<file path="src/rtl/spi_pkg.sv">
// Shared types and defaults for the SPI transaction sequencer.
package spi_pkg;
  localparam int SPI_DATA_BITS = 8;
  localparam int SPI_LEN_BITS  = 8;

  typedef enum logic [2:0] {
    ST_IDLE,
    ST_FETCH,
    ST_ARM,
    ST_START,
    ST_XFER
  } spi_seq_state_t;
endpackage

</file>
<file path="src/rtl/spi_seq_rx_slot.sv">
// One-entry RX holding register; data and last stay stable while valid is pending.
module spi_seq_rx_slot
  import spi_pkg::*;
#(
  parameter int DATA_BITS = SPI_DATA_BITS
) (
  input  logic                 clk,
  input  logic                 n_rst,
  input  logic                 load_i,
  input  logic [DATA_BITS-1:0] data_i,
  input  logic                 last_i,
  input  logic                 ready_i,
  output logic                 valid_o,
  output logic [DATA_BITS-1:0] data_o,
  output logic                 last_o
);
  logic                 valid_q;
  logic [DATA_BITS-1:0] data_q;
  logic                 last_q;

  // The sequencer only loads into an empty slot, so a load never overwrites.
  always_ff @(posedge clk or negedge n_rst) begin
    if (!n_rst) begin
      valid_q <= 1'b0;
      data_q  <= '0;
      last_q  <= 1'b0;
    end else if (load_i) begin
      valid_q <= 1'b1;
      data_q  <= data_i;
      last_q  <= last_i;
    end else if (valid_q && ready_i) begin
      valid_q <= 1'b0;
    end
  end

  assign valid_o = valid_q;
  assign data_o  = data_q;
  assign last_o  = last_q;
endmodule

</file>
<file path="src/rtl/spi_seq.sv">
// Burst sequencer in front of the byte-level SPI master: one master transfer per byte.
// Optional per-byte timeout abort enabled by defining SPI_SEQ_TIMEOUT_EN.
module spi_seq
  import spi_pkg::*;
#(
  parameter int DATA_BITS      = SPI_DATA_BITS,
  parameter int LEN_BITS       = SPI_LEN_BITS,
  parameter int TIMEOUT_CYCLES = 1024
) (
  input  logic                 clk,
  input  logic                 n_rst,
  input  logic                 cmd_valid,
  output logic                 cmd_ready,
  input  logic [LEN_BITS-1:0]  cmd_len,
  input  logic                 cmd_rx_en,
  input  logic                 tx_valid,
  output logic                 tx_ready,
  input  logic [DATA_BITS-1:0] tx_data,
  output logic                 rx_valid,
  input  logic                 rx_ready,
  output logic [DATA_BITS-1:0] rx_data,
  output logic                 rx_last,
  output logic                 spi_enable,
  output logic [DATA_BITS-1:0] spi_data_in,
  input  logic                 spi_ready,
  input  logic                 spi_valid,
  input  logic [DATA_BITS-1:0] spi_data_out,
  output logic                 busy,
  output logic                 done,
  output logic                 err
);
  spi_seq_state_t       state_q, state_d;
  logic [LEN_BITS-1:0]  rem_q, rem_d;
  logic                 rx_en_q, rx_en_d;
  logic [DATA_BITS-1:0] dat_q, dat_d;
  logic                 spi_valid_q;
  logic                 cmd_ready_q, busy_q, done_q, done_d;
  logic                 rx_load, spi_edge;

  assign spi_edge = spi_valid && !spi_valid_q;

`ifdef SPI_SEQ_TIMEOUT_EN
  localparam int CNT_W = (TIMEOUT_CYCLES > 2) ? $clog2(TIMEOUT_CYCLES) : 1;
  logic [CNT_W-1:0] to_cnt_q, to_cnt_d;
  logic             err_q, err_d;
`endif

  always_comb begin
    state_d    = state_q;
    rem_d      = rem_q;
    rx_en_d    = rx_en_q;
    dat_d      = dat_q;
    done_d     = 1'b0;
    rx_load    = 1'b0;
    tx_ready   = 1'b0;
    spi_enable = 1'b0;
    case (state_q)
      ST_IDLE: begin
        if (cmd_valid && cmd_ready_q) begin
          rem_d   = cmd_len;
          rx_en_d = cmd_rx_en;
          if (cmd_len == '0) done_d = 1'b1;
          else               state_d = ST_FETCH;
        end
      end
      ST_FETCH: begin
        tx_ready = 1'b1;
        if (tx_valid) begin
          dat_d   = tx_data;
          state_d = ST_ARM;
        end
      end
      ST_ARM: begin
        // A full RX slot holds off the next transfer so no byte is lost.
        if (spi_ready && !rx_valid) begin
          spi_enable = 1'b1;
          state_d    = ST_START;
        end
      end
      ST_START: begin
        if (!spi_ready) state_d = ST_XFER;
      end
      ST_XFER: begin
        if (spi_edge) begin
          rx_load = rx_en_q;
          rem_d   = rem_q - LEN_BITS'(1);
          if (rem_q == LEN_BITS'(1)) begin
            done_d  = 1'b1;
            state_d = ST_IDLE;
          end else begin
            state_d = ST_FETCH;
          end
        end
      end
      default: state_d = ST_IDLE;
    endcase
`ifdef SPI_SEQ_TIMEOUT_EN
    err_d    = 1'b0;
    to_cnt_d = to_cnt_q;
    if (state_q == ST_ARM) to_cnt_d = '0;
    if (state_q == ST_START || state_q == ST_XFER) begin
      to_cnt_d = to_cnt_q + CNT_W'(1);
      if (!spi_edge && to_cnt_q == CNT_W'(TIMEOUT_CYCLES - 1)) begin
        state_d = ST_IDLE;
        done_d  = 1'b1;
        err_d   = 1'b1;
        rx_load = 1'b0;
      end
    end
`endif
  end

  always_ff @(posedge clk or negedge n_rst) begin
    if (!n_rst) begin
      state_q     <= ST_IDLE;
      rem_q       <= '0;
      rx_en_q     <= 1'b0;
      dat_q       <= '0;
      spi_valid_q <= 1'b0;
      cmd_ready_q <= 1'b0;
      busy_q      <= 1'b0;
      done_q      <= 1'b0;
    end else begin
      state_q     <= state_d;
      rem_q       <= rem_d;
      rx_en_q     <= rx_en_d;
      dat_q       <= dat_d;
      spi_valid_q <= spi_valid;
      cmd_ready_q <= (state_d == ST_IDLE);
      busy_q      <= (state_d != ST_IDLE);
      done_q      <= done_d;
    end
  end

`ifdef SPI_SEQ_TIMEOUT_EN
  always_ff @(posedge clk or negedge n_rst) begin
    if (!n_rst) begin
      to_cnt_q <= '0;
      err_q    <= 1'b0;
    end else begin
      to_cnt_q <= to_cnt_d;
      err_q    <= err_d;
    end
  end
  assign err = err_q;
`else
  assign err = 1'b0;
`endif

  spi_seq_rx_slot #(.DATA_BITS(DATA_BITS)) u_rx_slot (
    .clk     (clk),
    .n_rst   (n_rst),
    .load_i  (rx_load),
    .data_i  (spi_data_out),
    .last_i  (rem_q == LEN_BITS'(1)),
    .ready_i (rx_ready),
    .valid_o (rx_valid),
    .data_o  (rx_data),
    .last_o  (rx_last)
  );

  assign cmd_ready   = cmd_ready_q;
  assign busy        = busy_q;
  assign done        = done_q;
  assign spi_data_in = dat_q;
endmodule

</file>
<file path="config.mk">
export PLATFORM = sky130hd
export DESIGN_NAME = spi_seq
export DESIGN_NICKNAME = d
export VERILOG_FILES = /design/src/rtl/spi_pkg.sv /design/src/rtl/spi_seq_rx_slot.sv /design/src/rtl/spi_seq.sv
export SDC_FILE = /design/constraint.sdc
export NUM_CORES = 1
export LEC_CHECK = 0
export BUFFER_PORTS_ARGS = -buffer_cell sky130_fd_sc_hd__buf_2
export CAP_MARGIN = 10
export CELL_PAD_IN_SITES_DETAIL_PLACEMENT = 0
export CELL_PAD_IN_SITES_GLOBAL_PLACEMENT = 2
export CORE_MARGIN = 8
export CORE_UTILIZATION = 33
export DETAILED_ROUTE_END_ITERATION = 10
export PLACE_DENSITY_LB_ADDON = 0.25
export SYNTH_ARGS = -nofsm -noshare
export SYNTH_HDL_FRONTEND = slang
export SYNTH_SLANG_ARGS = --single-unit
</file>
<file path="constraint.sdc">
create_clock -name clk -period 2.41 [get_ports clk]
set_clock_uncertainty 0.05 [all_clocks]
set_input_delay 0.241 -clock clk [delete_from_list [all_inputs] [get_ports clk]]
set_output_delay 0.241 -clock clk [all_outputs]
set_load 0.005 [all_outputs]
</file>
==> results.py <==
metrics = {
    "sta": {
        "rsz0062_at_grt": "false",
        "holdWs_ps": -20.0,
        "tns_ps": 0,
        "hold_viol": 34,
        "clock.fmax_mhz": 503,
        "slew_headroom_pct": 49.6,
        "setup_viol": 0,
        "post-route-period-util_pct": 82.5,
        "drv_slew": 0,
        "fin_crit_ps": 1990,
        "worst_pin_slew_ps": 757,
    },
    "grt": {
        "grt_pass1_wl_mm": 6.44,
        "grt_usage_pct": 10.8,
        "antenna_found_initial": 0,
        "grt_max_degree": 35,
        "grt_pass1_vias": 1334,
        "overflow": 0,
    },
    "yosys": {
        "synth_async_sr_flop_share_pct": 100,
        "avgSynthCellArea_sq_um": 11.8,
        "syn_nets": 177,
        "synth_enable_flop_cells": 0,
        "netlist_area_sq_um": 1690,
        "synth_cells": 143,
        "yosysSeqAreaShare_pct": 50.4,
        "synth-main-ff-cell": "dfrtp_1",
        "synth.distinct_cells": 42,
        "yosys_warnings": 0,
        "synth_seq_cells": 34,
    },
    "final_layout": {
        "area_growth_pct": 26.6,
        "multiInputGateArea_sq_um": 753,
        "drive_gt1_share_pct": 49.7,
        "fin_cells": 269,
        "diodes": 0,
        "nets": 232,
        "fin_area_sq_um": 2130,
        "fillCellCount": 496,
        "register_area_sq_um": 851,
    },
    "setup_path": {
        "cp_slowest_cell": "or3b_4",
        "cp.arrival_ps": 2080,
        "critPathLaunchType": "register",
        "max_stage_delay_ps": 540,
        "cp_max_fo": 13,
        "worstPathCellList": "or3b_4 > o22ai_4 > o211ai_1 > a21boi_0",
        "path_class": "reg -> reg",
        "required_ps": 2500,
        "endpoint_kind": "register",
    },
    "placement": {
        "place_area_sq_um": 1990,
        "dp_hpwl_mm": 3.08,
        "port_buffers": 54,
        "post-place-cells": 261,
        "gp_congestion": 0.748,
    },
    "clock_network": {
        "insertion_delay_ps": 280,
        "cts.htree.levels": 2,
        "cts_buffer_depth": 2,
        "cts_resized": 0,
        "path_clk_slew_ps": 70,
        "cts_buffers": 5,
        "cts_setup_buffers": 0,
        "cts_tree": "yes",
        "clockRootBuffer": "clkbuf_8",
        "postCtsHoldBufs": 0,
        "clkSinkCount": 34,
    },
    "drt": {
        "wire_per_inst_um": 15.0,
        "first_pass_iters": 4,
        "wl_mm": 4.03,
        "vias": 1280,
        "drc": 0,
        "via_per_inst": 4.76,
        "drt-initial-drc-count": 64,
        "postRouteAntennaNets": 0,
    },
    "pwr": {
        "p_leak_nw": 0.990,
        "power.density_nw_per_um2": 1150,
        "clkPwrFrac_pct": 26.6,
        "p_seq_share_pct": 40.9,
        "power_switching_mw": 0.770,
        "swShare_pct": 31.3,
        "p_int_mw": 1.69,
        "combPwrFrac_pct": 32.5,
        "ir_worst_vdd_mv": 0.400,
    },
    "status": {
        "status": "finished with violations",
        "violations": "negative hold slack",
    },
    "hold_path": {
        "hold_class": "in -> async",
    },
    "die": {
        "start_util_pct": 33.7,
        "dieHeight_um": 87.5,
        "num_io_pins": 56,
        "die_area_sq_um": 7650,
        "coreArea_sq_um": 5010,
        "rows": 26,
        "die_x_um": 87.5,
    },
    "job": {
        "cap_viol_max_count": 0,
    },
}
## registers in the layout, summed over array words and instances, names as in the netlist
signal / flops
rem_q: 8
spi_data_in: 8
u_rx_slot.data_o: 8
state_q: 3
busy: 1
cmd_ready: 1
done: 1
rx_en_q: 1
spi_valid_q: 1
u_rx_slot.last_o: 1
u_rx_slot.valid_o: 1
## worst max-delay path, delay by kind of cell, from the launching register on
family             cells  cell delay, ps
AOI/OAI and AO/OA      3             770
and+or+nand+nor        1             540
DFF                    1             490
## cells in the mapped netlist, drive strengths merged (2+ instances only)
| library cell | instances | area, sq um |
|---|---|---|
| a22oi | 2 | 20.0 |
| buf | 8 | 67.6 |
| nor3b | 2 | 20.0 |
| inv | 4 | 15.0 |
| nor4b | 2 | 17.5 |
| mux2 | 17 | 191 |
| o2bb2ai | 4 | 35.0 |
| o211ai | 2 | 15.0 |
| nor2 | 5 | 21.3 |
| nor3 | 3 | 15.0 |
| o21ai | 10 | 65.1 |
| nand2 | 11 | 41.3 |
| or3b | 3 | 28.8 |
| ha | 2 | 25.0 |
| a21oi | 10 | 65.1 |
| dfrtp | 34 | 851 |
| nand3 | 4 | 20.0 |
| nor4 | 3 | 18.8 |
| nand2b | 3 | 18.8 |
## worst paths after layout
path                       slack, ps  cells after the start                to        startpoint
max in group asynchronous       1850                      1       spi_valid_q             n_rst
max reg2reg                      420                      4          rem_q[1]        state_q[1]
max                              420                      4          rem_q[1]        state_q[1]
min reg2reg                      440                      2  u_rx_slot.last_o  u_rx_slot.last_o
min                              -20                      1          rem_q[2]             n_rst
min in group clk                  40                      1       spi_valid_q         spi_valid
## routing by layer
metal  wire [um]  share of wire (%)  GRT usage (%)
met5           0                  0              0
met4          25               0.62           3.28
met3         225                5.6           4.06
met2        1960                 49           17.6
met1        1820                 45           12.8
## layout make-up
type	instances	area share, %
Clock buffer	6	3.87
Sequential cell	34	39.9
Timing Repair Buffer	56	13.4
Multi-Input combinational cell	97	35.3
Clock inverter	2	2.81
Tap cell	70	4.10
Inverter	4	0.703
## layout by cell type (no fill, tap or decap), types with 6 or more instances in the layout
cell type	netlist	routed
buf_2	3	54
clkbuf_8	0	6
a21oi_1	6	6
dfrtp_1	34	34
mux2_2	17	17
nand2_1	11	11
o21ai_0	6	6
## stage by stage
| stage | power (mW) | utilization, % | setup WS [ps] |
|---|---|---|---|
| detailed placement | 1.83 | 39.8 | 439 |
| CTS | 2.49 | 42.6 | 422 |
| global route | 2.63 | 42.6 | 292 |
| floorplan | 1.54 | - | 762 |
| global placement | 1.80 | 39.8 | 483 |
| finish | 2.46 | 42.6 | 421 |
## kinds of logic (layout without fill, tap and decap cells)
group	count (synthesis)	count (layout)	share of synthesized area (%)
adders and majority gates	2	2	1.48
DFF	34	34	50.4
buffers and inverters	12	68	4.90
muxes	17	17	11.3
and+or+nand+nor	42	42	15.0
other	1	1	0.222
AOI/OAI and AO/OA	35	35	16.6
## power groups by stage
stage	combinational, mW	clock, mW	sequential [mW]
5_1_grt	0.891	0.692	1.04
2_1_floorplan	0.572	0	0.973
3_3_place_gp	0.807	0	0.997
3_5_place_dp	0.818	0	1.01
6_report	0.797	0.653	1.00
4_1_cts	0.818	0.670	1.01
Power figures use the tool's default switching activity.
